### src/rtl/sw_debounce_sync.sv
// sw_debounce_sync: two-flop synchroniser plus shared-tick debouncer for slide switches,
// producing clean levels and one-cycle rise/fall strobes per bit.
module sw_debounce_sync #(
    parameter int WIDTH        = 18,
    parameter int TICK_DIV     = 50000,
    parameter int STABLE_TICKS = 10
) (
    input  logic             clk,
    input  logic             reset,
    input  logic [WIDTH-1:0] sw_raw,
    output logic [WIDTH-1:0] sw_out,
    output logic [WIDTH-1:0] sw_rise,
    output logic [WIDTH-1:0] sw_fall,
    output logic             tick
);
    localparam int PW = TICK_DIV > 1 ? $clog2(TICK_DIV) : 1;
    localparam int CW = $clog2(STABLE_TICKS + 1);
    localparam logic [PW-1:0] PMAX = PW'(TICK_DIV - 1);
    localparam logic [CW-1:0] CMAX = CW'(STABLE_TICKS - 1);

    logic [WIDTH-1:0] sync1;
    logic [WIDTH-1:0] sw_sync;
    logic [PW-1:0]    pre;
    logic [PW-1:0]    pre_nxt;
    logic [CW-1:0]    cnt [WIDTH];

    assign pre_nxt = (pre == PMAX) ? '0 : pre + PW'(1);

    // tick is registered so it is low during reset even when TICK_DIV=1
    always_ff @(posedge clk) begin
        if (reset) begin
            sync1   <= '0;
            sw_sync <= '0;
            pre     <= '0;
            tick    <= 1'b0;
        end else begin
            sync1   <= sw_raw;
            sw_sync <= sync1;
            pre     <= pre_nxt;
            tick    <= (pre_nxt == PMAX);
        end
    end

    always_ff @(posedge clk) begin
        if (reset) begin
            sw_out  <= '0;
            sw_rise <= '0;
            sw_fall <= '0;
            for (int i = 0; i < WIDTH; i++) cnt[i] <= '0;
        end else begin
            sw_rise <= '0;
            sw_fall <= '0;
            for (int i = 0; i < WIDTH; i++) begin
                if (sw_sync[i] == sw_out[i])
                    cnt[i] <= '0;
                else if (tick && cnt[i] == CMAX) begin
                    sw_out[i]  <= sw_sync[i];
                    sw_rise[i] <= sw_sync[i];
                    sw_fall[i] <= ~sw_sync[i];
                    cnt[i]     <= '0;
                end else if (tick)
                    cnt[i] <= cnt[i] + CW'(1);
            end
        end
    end
endmodule

### config.mk
export PLATFORM = sky130hd
export DESIGN_NAME = sw_debounce_sync
export DESIGN_NICKNAME = d
export VERILOG_FILES = /design/src/rtl/sw_debounce_sync.sv
export SDC_FILE = /design/constraint.sdc
export NUM_CORES = 1
export LEC_CHECK = 0
export ABC_AREA = 1
export CAP_MARGIN = 5
export CORE_MARGIN = 2
export CORE_UTILIZATION = 50
export DETAILED_ROUTE_END_ITERATION = 10
export HOLD_SLACK_MARGIN = 0.02
export PLACE_DENSITY_LB_ADDON = 0.3
export SETUP_SLACK_MARGIN = 0.1
export SYNTH_ARGS = -nofsm -noshare
export SYNTH_HDL_FRONTEND = slang
export SYNTH_SLANG_ARGS = --single-unit
### constraint.sdc
create_clock -name clk -period 1.6 [get_ports clk]
set_input_delay 0.32 -clock clk [delete_from_list [all_inputs] [get_ports clk]]
set_output_delay 0.32 -clock clk [all_outputs]
set_load 0.05 [all_outputs]
==> results of run 1 <==
-- path summary, 6_finish.rpt --
path	start	end	slack (ns)	cells after the start
max	tick$_SDFF_PP0_	tick	0.13	2
min	reset	sync1[10]$_SDFF_PP0_	0.23	2
max reg2reg	tick$_SDFF_PP0_	cnt[2][0]$_SDFFCE_PN0P_	0.14	5
min reg2reg	sync1[13]$_SDFF_PP0_	sw_sync[13]$_SDFF_PP0_	0.40	2
-- through the flow --
stage	hold WS [ns]	std cells	setup slack, ns
after global placement	0.3906	1134	0.07442
after global routing	0.2527	1167	0.01333
after detailed placement	0.3939	1134	0.02089
after floorplan	0.3883	875	0.1153
after CTS	0.2171	1166	0.09910
final	0.2293	1167	0.1315
-- area by class of cell --
type                            count  area [sq um]
Fill cell                        1257          5654
Tap cell                          188         235.2
Clock buffer                       26         563.0
Sequential cell                   179          4315
Timing Repair Buffer               88         908.4
Multi-Input combinational cell    559          3009
Inverter                          121         457.9
Clock inverter                      6         58.81
-- timing repair --
item	CTS	global route
endpoints found under the setup margin	1	36
hold buffers	0	0
pin swaps	0	0
resized for setup	3	20
gates cloned	0	1
-- critical path, delay by kind of cell (launching register included) --
family,cells,cell delay (ns)
buffers and inverters,2,0.32
DFF,1,0.39
-- power breakdown --
group	total [W]	internal (W)	switching, W
clock network	0.00425	0.00259	0.00167
logic	0.000272	0.000124	0.000148
registers	0.00487	0.00480	0.0000670
-- synthesized netlist by cell type (all sizes together) --
| master | number |
|---|---|
| a21oi | 24 |
| buf | 9 |
| clkbuf | 7 |
| clkinv | 3 |
| dfxtp | 107 |
| edfxtp | 72 |
| ha | 37 |
| inv | 118 |
| nand2 | 113 |
| nand3 | 51 |
| nand3b | 2 |
| nand4 | 4 |
| nor2 | 230 |
| nor3 | 7 |
| nor4 | 12 |
| o21ai | 35 |
| o41ai | 1 |
| xnor2 | 21 |
| xor2 | 22 |
-- routing by layer --
metal | part of all wire [%] | vias to the layer above
met5 | 0 | -
met4 | 2.1 | 0
met3 | 4.0 | 17
met2 | 48 | 124
met1 | 46 | 2605
li1 | - | 2953
-- cells by family after synthesis --
group | after synthesis | share of synthesized area, %
DFF | 179 | 55.40
xor gates and xnor gates | 43 | 4.848
adders and majority gates | 37 | 5.959
and+or+nand+nor | 419 | 22.90
buffers and inverters | 137 | 6.877
AOI/OAI and AO/OA | 60 | 4.010
-- flip-flops by register name (all words and copies together) (netlist names) --
register and count:
sw_sync 18, tick 1, sw_rise 18, cnt 72, sw_out 18, sw_fall 18, pre 16, sync1 18
==> qor.yml, run 1 <==
status: "finished, final reports clean"
slowest_stage: "dfxtp_4"
initial_core_util_pct: 51.10
synth_nets: 932
tritoncts: "built"
drive_gt1_share_pct: 15.12
p_leak_nw: 3.969
synth_area_leaders: "edfxtp_1 (28%), dfxtp_1 (28%), nor2_1 (11%), ha_1 (6.0%), inv_1 (5.5%)"
wl_per_cell_microns: 12.40
htreeDepth: 4
gp_congestion: 0.8672
powerDensity_nw_per_um2: 984.3
layout_common_cells: "nor2_1 (223), inv_1 (113), nand2_1 (103), dfxtp_1 (100), edfxtp_1 (72)"
dpl-instance-area_sq_um: 8832
path_class: "reg -> out"
ant_nets: 0
critical-path-max-stage-delay_ns: 0.39
slew_violations: 0
max_slew_margin_pct: 70.50
yosysUniqueCellTypes: 30
antennaDiodeCount: 0
coreArea_sq_um: 15200
cts.sinks: 179
cp_common_cell: "buf_12"
syn_avg_cell_area_sq_um: 8.879
ios: 75
ys_seq_area_share_pct: 55.40
grt_max_degree: 31
met3_usage_pct: 4.740
fin_nets: 1023
max_freq_ghz: 0.6810
fin_skew_ns: 0.01362
worstPathMaxFanout: 13
setup_viol: 0
rows: 45
final_common_cell: "nor2_1"
syn_to_final_growth_pct: 22.90
die_h_microns: 128.7
detail_route.first_pass.iterations: 4
startpoint_type: "flip-flop"
worstSetupEndpointType: "output pin"
p_total_w: 0.009398
grt_setup_unrepaired: "yes"
first_iter_violations: 251
gr-usage-met1_pct: 22.27
cts_root_buf: "clkbuf_16"
cts_inserted_buffers: 17
clk_pin_slew_ns: 0.06
worst_pin_slew_ns: 0.4377
io_buffers: 74
cts_max_path_buffers: 2
yosys_warnings: 0
die_w_microns: 128.7
syn_inst: 875
min_period_ns: 1.469
vias_per_cell: 4.883
grt_use_total_pct: 17.87
post-cts-setup-buffers: 0
yosysTopAreaCellShare_pct: 27.83
timing.final.crit_share_pct: 91.78
clk_latency_ns: 0.43
hpwl_microns: 9991
setup_tns_ns: 0
drcViolationCount: 0
path_cells: "buf_12, buf_12"
grt.busiest_layer: "met2"
grt_pass1_wl_microns: 23550
worstHoldPathType: "in -> reg"
final_area_sq_um: 9548
first_global_vias: 5318
syn_area_sq_um: 7769
yosys_register_bits: 179
required_ns: 1.28
grt_use_met2_pct: 29.63
maxCapViolCount: 0
synth_top_cell_by_area: "edfxtp_1"
critPathArrivalTime_ns: 1.15
antenna_found_initial: 0
gr-total-overflow: 0
hold_violations: 0
wl_microns: 14470
ir_worst_vdd_mv: 0.7498
via_count: 5699
final_util_pct: 62.81
dieArea_sq_um: 16550
(Power assumes the default switching activity.)
==> inputs of run 2 (changes only) <==
--- a/config.mk
+++ b/config.mk
@@ -5,7 +5,6 @@
 export SDC_FILE = /design/constraint.sdc
 export NUM_CORES = 1
 export LEC_CHECK = 0
-export ABC_AREA = 1
 export CAP_MARGIN = 5
 export CORE_MARGIN = 2
 export CORE_UTILIZATION = 50
==> constraint.sdc (replaced) <==
create_clock -name clk -period 1.8 [get_ports clk]
set_input_delay 0.36 -clock clk [delete_from_list [all_inputs] [get_ports clk]]
set_output_delay 0.36 -clock clk [all_outputs]
set_load 0.05 [all_outputs]
==> qor.yml, run 2 <==
fin_skew_ns: 0.009289
critical_path_buf_inv_count: 0
ant_nets: 0
tritoncts: "built"
clk_latency_ns: 0.42
initial_core_util_pct: 51.21
first_iter_violations: 257
die_h_microns: 126.0
antennaDiodeCount: 0
final_common_cell: "dfxtp_1"
yosysTopAreaCellShare_pct: 29.05
grt_setup_unrepaired: "yes"
cts.sinks: 179
drive_gt1_share_pct: 13.60
htreeDepth: 4
cts_max_path_buffers: 2
layout_common_cells: "dfxtp_1 (100), nand2_1 (97), nor2_1 (93), edfxtp_1 (72), buf_4 (51)"
ir_worst_vdd_mv: 0.6576
p_switching_w: 0.001669
worst_pin_slew_ns: 0.4931
hpwl_microns: 9333
maxCapViolCount: 0
slew_violations: 0
path_delay_family: "simple AND/OR/NAND/NOR gates"
yosys_warnings: 0
rows: 44
required_ns: 2.11
worstPathMaxFanout: 8
grt_use_total_pct: 18.02
coreArea_sq_um: 14530
setup_viol: 0
p_seq_share_pct: 55.6
status: "finished, final reports clean"
cts_root_buf: "clkbuf_16"
via_count: 5088
synth_nets: 762
path_cells: "nand4_1, nor4_4, xor2_1, nand3_1, nor4_1"
syn_inst: 705
nFillCells: 1148
p_int_w: 0.006147
largest_register: "cnt"
slowest_stage: "dfxtp_1"
drcViolationCount: 0
syn_to_final_growth_pct: 20.88
powerDensity_nw_per_um2: 868.8
ios: 75
dieArea_sq_um: 15880
max_slew_margin_pct: 67.26
synth_top_cell_by_area: "edfxtp_1"
synth_edf_count: 72
critical-path-max-stage-delay_ns: 0.56
gr-total-overflow: 0
dpl-instance-area_sq_um: 8348
p_total_w: 0.007817
first_global_vias: 5170
wl_per_cell_microns: 13.92
min_period_ns: 1.764
clk_pin_slew_ns: 0.06
timing.final.crit_share_pct: 98.00
startpoint_type: "flip-flop"
grt_pass1_wl_microns: 23250
largest_reg_flops: 72
worstHoldPathType: "in -> reg"
synth_area_leaders: "edfxtp_1 (29%), dfxtp_1 (29%), ha_1 (6.2%), nor2_1 (5.0%), xor2_1 (4.9%)"
p_leak_nw: 3.595
final_area_sq_um: 8997
yosysMostFrequentCell: "dfxtp_1"
synth_flop_cell: "dfxtp_1"
fin_nets: 853
clkPwrFrac_pct: 41.7
hold_violations: 0
ys_top_cells_by_count: "dfxtp_1 (107), nor2_1 (100), nand2_1 (97), edfxtp_1 (72), nor2b_1 (48)"
hold_buffers: 0
cts_inserted_buffers: 17
pwr-share-comb_pct: 2.7
antenna_found_initial: 0
wl_microns: 13830
syn_avg_cell_area_sq_um: 10.56
die_w_microns: 126.0
worstSetupEndpointType: "flip-flop"
max_freq_ghz: 0.5669
gp_congestion: 0.7807
grt_max_degree: 33
vias_per_cell: 5.124
detail_route.first_pass.iterations: 5
critPathArrivalTime_ns: 2.08
io_buffers: 74
ys_seq_area_share_pct: 57.82
ys_async_sr_fraction_pct: 0
syn_area_sq_um: 7443
yosysUniqueCellTypes: 31
path_class: "reg -> reg"
switching_share_pct: 21.35
yosys_register_bits: 179
[run 2: cell count changes after synthesis, sizes merged, moves of 20 or more]
cell | previous run | this run
inv | 118 | 20
nor2b | 0 | 48
o21ai | 35 | 2
xor2 | 22 | 42
nor2 | 230 | 100
nor3b | 0 | 37
[run 2: worst paths after layout]
path              cells past startpoint            startpoint  slack, ns                      to
hold / removal                        2                 reset       0.27       pre[2]$_SDFF_PP0_
setup / recovery                      5     pre[9]$_SDFF_PP0_       0.04         tick$_SDFF_PP0_
hold reg to reg                       1  sync1[17]$_SDFF_PP0_       0.44  sw_sync[17]$_SDFF_PP0_
setup reg to reg                      5     pre[9]$_SDFF_PP0_       0.04         tick$_SDFF_PP0_
[run 2: per-layer routing]
| layer | vias up | track usage (%) | wire (microns) |
|---|---|---|---|
| met2 | 109 | 31.28 | 6898 |
| met3 | 8 | 4.843 | 628 |
| li1 | 2551 | - | - |
| met5 | - | 0 | 0 |
| met4 | 0 | 5.818 | 95 |
| met1 | 2420 | 21.85 | 6204 |
[run 2: power groups by stage]
stage	sequential [W]	combinational, W	clock (W)
after detailed placement	0.00443	0.000205	0
final	0.00434	0.000212	0.00326
after global routing	0.00435	0.000237	0.00350
after CTS	0.00434	0.000212	0.00334
after global placement	0.00443	0.000196	0
after floorplan	0.00442	0.000128	0
[run 2: kinds of logic after synthesis]
| family | synth area share [%] |
|---|---|
| AND/OR/NAND/NOR | 23.28 |
| buffers and inverters | 2.017 |
| flip-flops | 57.82 |
| XOR/XNOR | 8.001 |
| adder cells (fa/ha/maj) | 6.219 |
| AO/OA/AOI/OAI | 2.656 |
[run 2: final cells by class]
type / instances / area, sq um / share of cell area, %
clock inverters: 12 / 82.58 / 0.9178
well taps: 184 / 230.2 / 2.559
inverters: 20 / 75.07 / 0.8344
clock buffers: 20 / 436.7 / 4.853
multi-input cells: 489 / 3093 / 34.38
repair buffers: 89 / 759.5 / 8.441
flip-flops and latches: 179 / 4320 / 48.02
[run 2: worst register-to-register path, delay by kind of cell, from the launching register on]
kind / cells / cell delay, ns
simple gates: 4 / 0.89
xor+xnor: 1 / 0.22
flops: 1 / 0.56
[run 2: through the flow]
stage	TNS [ns]	std cells	setup WS [ns]	hold WS, ns	utilization [%]
2_1_floorplan	0	705	0.1720	0.4138	-
3_3_place_gp	0	955	0.08929	0.4198	57.44
3_5_place_dp	-0.007575	955	-0.003916	0.4234	57.44
4_1_cts	0	989	0.08326	0.2482	61.28
5_1_grt	-0.03500	993	-0.03483	0.2548	61.91
6_report	0	993	0.03603	0.2684	61.91
[run 2: repair_timing]
item                                    4_1_cts  5_1_grt
gates resized for setup                      28       18
pin swaps                                     5       12
endpoints found under the setup margin       31       15
buffers inserted                              1        4
gates cloned                                  1        0
==> inputs of run 3 (changes only) <==
--- a/config.mk
+++ b/config.mk
@@ -9,6 +9,7 @@
 export CORE_MARGIN = 2
 export CORE_UTILIZATION = 50
 export DETAILED_ROUTE_END_ITERATION = 10
+export GPL_ROUTABILITY_DRIVEN = 0
 export HOLD_SLACK_MARGIN = 0.02
 export PLACE_DENSITY_LB_ADDON = 0.3
 export SETUP_SLACK_MARGIN = 0.1
==> results of run 3 <==
No change in the layout: final DEF, timing and power equal those of run 2.
